==> config.mk <==
export PLATFORM = sky130hd
export DESIGN_NAME = tick_gen
export DESIGN_NICKNAME = d
export VERILOG_FILES = /design/src/rtl/tick_gen.sv
export SDC_FILE = /design/constraint.sdc
export NUM_CORES = 1
export LEC_CHECK = 0
export ABC_AREA = 0
export CAP_MARGIN = 20
export CORE_UTILIZATION = 45
export CTS_CLUSTER_SIZE = 20
export DETAILED_ROUTE_END_ITERATION = 10
export SETUP_SLACK_MARGIN = 0.15
export SYNTH_ARGS = -nofsm -noshare
export SYNTH_HDL_FRONTEND = slang
export SYNTH_SLANG_ARGS = --single-unit
==> constraint.sdc <==
create_clock -name clk -period 1.7 [get_ports clk]
set_input_delay 0.17 -clock clk [delete_from_list [all_inputs] [get_ports clk]]
set_output_delay 0.17 -clock clk [all_outputs]
set_load 0.005 [all_outputs]
==> src/rtl/tick_gen.sv <==
// tick_gen: multi-channel programmable tick divider with square-wave output and one-shot mode.
module tick_gen #(
  parameter int NUM_CH = 4,
  parameter int CNT_W = 24,
  parameter logic [CNT_W-1:0] DEFAULT_DIV = '1,
  parameter int CH_W = (NUM_CH > 1) ? $clog2(NUM_CH) : 1
) (
  input  logic              clk,
  input  logic              rst_n,
  input  logic              cfg_we,
  input  logic [CH_W-1:0]   cfg_ch,
  input  logic [CNT_W-1:0]  cfg_div,
  input  logic              cfg_mode,
  input  logic [NUM_CH-1:0] ch_en,
  output logic [NUM_CH-1:0] tick,
  output logic [NUM_CH-1:0] sq,
  output logic [NUM_CH-1:0] done,
  output logic              cfg_ack
);
  logic [CNT_W-1:0] div [NUM_CH];
  logic [CNT_W-1:0] cnt [NUM_CH];
  logic [NUM_CH-1:0] mode;
  logic wr_ok;
  assign wr_ok = cfg_we && (32'(cfg_ch) < NUM_CH);
  // a write to a channel beats its terminal count on the same edge
  always_ff @(posedge clk or negedge rst_n) begin
    if (!rst_n) begin
      for (int c = 0; c < NUM_CH; c++) begin
        div[c] <= DEFAULT_DIV;
        cnt[c] <= '0;
      end
      mode <= '0;
      tick <= '0;
      sq <= '0;
      done <= '0;
      cfg_ack <= 1'b0;
    end else begin
      cfg_ack <= wr_ok;
      for (int c = 0; c < NUM_CH; c++) begin
        if (wr_ok && cfg_ch == CH_W'(c)) begin
          div[c] <= cfg_div;
          mode[c] <= cfg_mode;
          cnt[c] <= '0;
          tick[c] <= 1'b0;
          done[c] <= 1'b0;
        end else if (!ch_en[c] || done[c]) begin
          cnt[c] <= '0;
          tick[c] <= 1'b0;
          done[c] <= done[c] && ch_en[c];
        end else if (cnt[c] == div[c]) begin
          cnt[c] <= '0;
          tick[c] <= 1'b1;
          sq[c] <= ~sq[c];
          done[c] <= mode[c];
        end else begin
          cnt[c] <= cnt[c] + 1'b1;
          tick[c] <= 1'b0;
        end
      end
    end
  end
endmodule

# --- Word level (Yosys, flattened, before mapping) ---
# Index checks and enable logic that the tools add are counted.
totals:
  regBits: 209
  elab_cells: 106
classes:
  add_sub_neg: 4
  n_eq_ne: 7
  n_mux: 36
  bitwise_logic: 12
  reduce_logical: 25
op_table:
  columns: ["operator", "n"]
  rows:
  - ["two-way mux 24 bit", 12]
  - ["adder 24 x 1 -> 24 bit, second input constant", 4]
  - ["== test 24 bit", 4]
  - ["two-way mux 1 bit", 24]
  - ["inverter 1 bit", 12]
  - ["AND reduction 3 bit", 4]
  - ["nonzero test 3 bit", 4]
  - ["logical AND 1 bit", 8]
  - ["== test 2 bit, second input constant", 2]
  - ["logical NOT 1 bit", 4]
  - ["logical OR 1 bit", 4]
  - ["== test 2 x 1 -> 1 bit, second input constant", 1]
  - ["logical NOT 2 bit", 1]

# --- Longest topological paths before layout ---
depth:
  word_depth: 4
  ltp_mapped: 7

# --- Worst setup path after synthesis ---
# No wires, ideal clock.
synth_timing:
  path_type: "reg-to-reg"
  startpoint: "reg cnt[81] (netlist name)"
  endpoint: "reg cnt[81] (netlist name)"
  arrival_time_ps: 1534
  slack_ps: 47
  stages_incl_launch_ff: 8
  path_buffers: 2
  period_less_slack_ps: 1653
  path_cell_list: "dfrtp_1 > buf_6 > xor2_1 > nor4_1 > nand4_1 > o21ai_2 > buf_6 > nor2_1"
synth_via:
  elab_chain_cells: 4
  word_cells_on_any_way: 5
  classes_between: "add/sub (1); eq/ne (1); mux (3)"
synth_rtl:
  columns: ["item", "line", "rtl"]
  rows:
  - ["start, declared", "21", "logic [CNT_W-1:0] cnt [NUM_CH];"]
  - ["start signal, assigned by index", "56", "cnt[c] <= cnt[c] + 1'b1;"]
  - ["adder 24 x 1 -> 24 bit or == test 24 bit (tied branches)", "56, 50", null]
  - ["two-way mux 24 bit *", "50", "end else if (cnt[c] == div[c]) begin"]
  - ["two-way mux 24 bit *", "46", "end else if (!ch_en[c] || done[c]) begin"]
  - ["two-way mux 24 bit *", "40", "if (wr_ok && cfg_ch == CH_W'(c)) begin"]
# Mark *: on every way between the ends. The rest lies on a longest branch, timed or not.
# A chain may end at the register's enable or synchronous reset.

# --- Worst setup path in the final report ---
layout_timing:
  startpoint: "reg div[78] (netlist name)"
  endpoint: "reg cnt[91] (netlist name)"
layout_via:
  elab_chain_cells: 4
layout_rtl:
  columns: ["item", "line", "rtl"]
  rows:
  - ["start, declared", "20", "logic [CNT_W-1:0] div [NUM_CH];"]
  - ["start signal, assigned by index", "41", "div[c] <= cfg_div;"]
  - ["== test 24 bit", "50", null]
  - ["two-way mux 24 bit", "50", null]
  - ["two-way mux 24 bit", "46", null]
  - ["two-way mux 24 bit", "40", null]
# No other way between the ends.

==> impl_results.md <==
* Post-route worst setup slack at -0.153 ns
* Clock Skews at 0.0196 ns
* Net count, final at 1040
* First-pass GRT wire length at 37.1 mm
* Initial Utilization at 45.8%
* Root Buffer: clkbuf_16
* Sequential area share after synthesis at 53.5%
* Reg-to-Reg Start: div[78]
* Share of cells above drive strength 1 at 41.3%
* Post-route cell area at 12900 um2
* CTS HTree Levels at 1
* Total power per unit cell area at 992 nW/um2
* Final Setup Violations at 100
* Placed cell count at 1241
* DRT iter0 DRCs at 343
* Tcrit/Tclk final at 109%
* Slew of the pin with the lowest slew margin at 0.515 ns
* PortBufs at 46
* Critical path data required time at 2.11 ns
* Max-cap violations at 0
* DR vias/cell at 5.16
* Non-filler instance count after layout at 1300
* Peak supply drop at 0.730 mV
* P_leak at 5.46 nW
* Failing checks: setup timing
* CP Class: reg -> reg
* WL final at 24.1 mm
* Drc violations at 0
* P&R area growth vs syn at 28.6%
* Die height at 151 um
* CTS tree: yes
* Clk_lat worst skew at 0.52 ns
* IO Pins at 47
* Vias in the first global route at 6747
* Global Route Usage Sum at 21.7%
* Post-synth EDFFs at 0
* Largest net degree at the start of global routing at 52
* Die ar. at 22800 um2
* GRT Residual Overflow at 0
* Max stage delay on crit path at 0.56 ns
* Syn Nets at 875
* Critical Path Fanout Max at 6
* Yosys warnings at 0
* Initial antenna violation count at 0
* Crit start category: flop
* Total CTS buffers at 24
* Pins Over Slew Limit at 0
* Clock sink total at 209
* Antenna Nets Post-Route at 0
* Crit path launch: div[78]
* GPL Wtd Cong at 0.807
* Core footprint at 21800 um2
* Fill count at 1833
* Normalized max-slew margin at 65.7%
* Highest clock rate at 0.540 GHz
* Worst hold path type: in -> async
* Clock transition at path regs at 0.06 ns
* Crit end category: flop
* Tmin final at 1.85 ns
* Final hold vios at 0
* Cells after synthesis at 837
* Syn Area/Cell at 12.0 um2
* Most frequent cells in the layout: dfrtp_1 (111), mux2_2 (100), buf_4 (98)
* Crit-path slowest cell: dfstp_2
* Ys flop type: dfrtp_1
* Pre-Repair DR Iteration Count at 4
* Site row count at 54
* Die W at 151 um
* Netlist cell types at 39
* Dpl hpwl at 16.4 mm
* FF+latch count, synth at 209
* Mapped Area at 10000 um2
* Crit path DAT at 2.26 ns
* Vias after detailed routing at 6703
* Routed wire per std cell at 18.6 um
* Max clock buf depth at 3
* FFs w/ async S/R, synth at 100%
* Critical path cell sequence: xor2_2 -> nor4_2 -> nand4_1 -> buf_6 -> o21ai_4 -> clkbuf_16 -> nor2_1
* Cell Area, Placed at 11600 um2
* N_diodes at 0
* RSZ-0062 raised after global routing: true
* Status: finished, violations left
* Commonest non-fill, non-tap cell in the layout: dfrtp_1
==> power by group <==
| part | switching (mW) | total (mW) | internal, mW |
|---|---|---|---|
| sequential | 0.372 | 6.16 | 5.79 |
| combinational | 0.695 | 1.61 | 0.912 |
| clock | 2.04 | 5.00 | 2.96 |
==> cell usage after synthesis (3+ instances only) <==
master / n / area (um2)
clkbuf_2: 4 / 20.0
nor4_2: 4 / 50.1
nor4_1: 9 / 56.3
ha_1: 4 / 50.1
buf_2: 9 / 45.0
xor2_1: 84 / 736
inv_1: 11 / 41.3
dfrtp_1: 113 / 2830
nand2_1: 29 / 109
buf_6: 8 / 90.1
dfstp_2: 96 / 2520
mux2_2: 100 / 1130
xnor2_1: 104 / 911
nor3b_1: 3 / 22.5
nand4_1: 47 / 294
nor4_4: 3 / 63.8
a31oi_1: 3 / 18.8
and3_1: 14 / 87.6
nand3_1: 31 / 155
nor3_1: 5 / 25.0
clkbuf_1: 4 / 15.0
and4_1: 6 / 52.6
nor2_1: 123 / 462
==> routing by layer <==
| layer | wire length, um | GRT usage [%] | vias up |
|---|---|---|---|
| met3 | 1070 | 3.61 | 43 |
| li1 | - | - | 3189 |
| met5 | 0 | 0 | - |
| met1 | 11300 | 30.8 | 3342 |
| met2 | 11000 | 34.2 | 129 |
| met4 | 670 | 6.10 | 0 |
==> final cells by class <==
type / count / area (um2) / area share (%)
Clock buffer: 39 / 737 / 5.73
Clock inverter: 5 / 36.3 / 0.282
Inverter: 11 / 41.3 / 0.321
Multi-Input combinational cell: 590 / 4720 / 36.7
Sequential cell: 209 / 5350 / 41.6
Tap cell: 280 / 350 / 2.72
Timing Repair Buffer: 166 / 1630 / 12.6
==> state kept, by name, indices dropped and copies added (netlist names) <==
| register | cells |
|---|---|
| cfg_ack | 1 |
| done | 4 |
| sq | 4 |
| cnt | 96 |
| div | 96 |
| mode | 4 |
| tick | 4 |
==> critical path, delay by kind of cell (launching register included) <==
family,cells,cell delay (ns)
buf+inv,2,0.37
compound gates,1,0.24
flops,1,0.56
simple gates,3,0.50
xor+xnor,1,0.07
==> repair_timing <==
item,CTS,global route
gates resized for setup,17,56
pin swaps,22,21
hold buffers,1,0
cloned,1,5
buffers inserted,6,2
endpoints found under the hold margin,28,0
setup endpoints to repair,116,112
==> cell families (layout without fill, tap and decap cells) <==
logic type | after synthesis | in the layout | synth area share (%)
AOI/OAI and AO/OA | 8 | 8 | 0.638
DFF | 209 | 209 | 53.5
buffers and inverters | 38 | 221 | 2.26
muxes | 100 | 100 | 11.3
and+or+nand+nor | 290 | 290 | 15.4
adders and majority gates | 4 | 4 | 0.500
xor gates and xnor gates | 188 | 188 | 16.5
==> worst paths after layout <==
check,cells past startpoint,slack [ns],end
max,7,-0.15,cnt[91]
min,2,0.21,cnt[36]
max reg2reg,7,-0.15,cnt[91]
min reg2reg,1,0.46,sq[0]
max in group asynchronous,3,0.83,div[16]
min in group clk,1,0.22,cfg_ack
==> through the flow <==
step / utilization (%) / TNS, ns / power (mW) / setup slack [ns] / hold WS (ns)
2_1_floorplan: - / 0 / 7.09 / 0.0664 / -0.126
3_3_place_gp: 53.1 / -9.97 / 7.69 / -0.189 / 0.199
3_5_place_dp: 53.1 / -11.18 / 7.73 / -0.211 / 0.197
4_1_cts: 57.3 / -6.80 / 12.8 / -0.124 / 0.191
5_1_grt: 58.9 / -16.29 / 13.3 / -0.194 / 0.215
6_report: 58.9 / -8.50 / 12.8 / -0.153 / 0.211
Power figures use the tool's default switching activity.
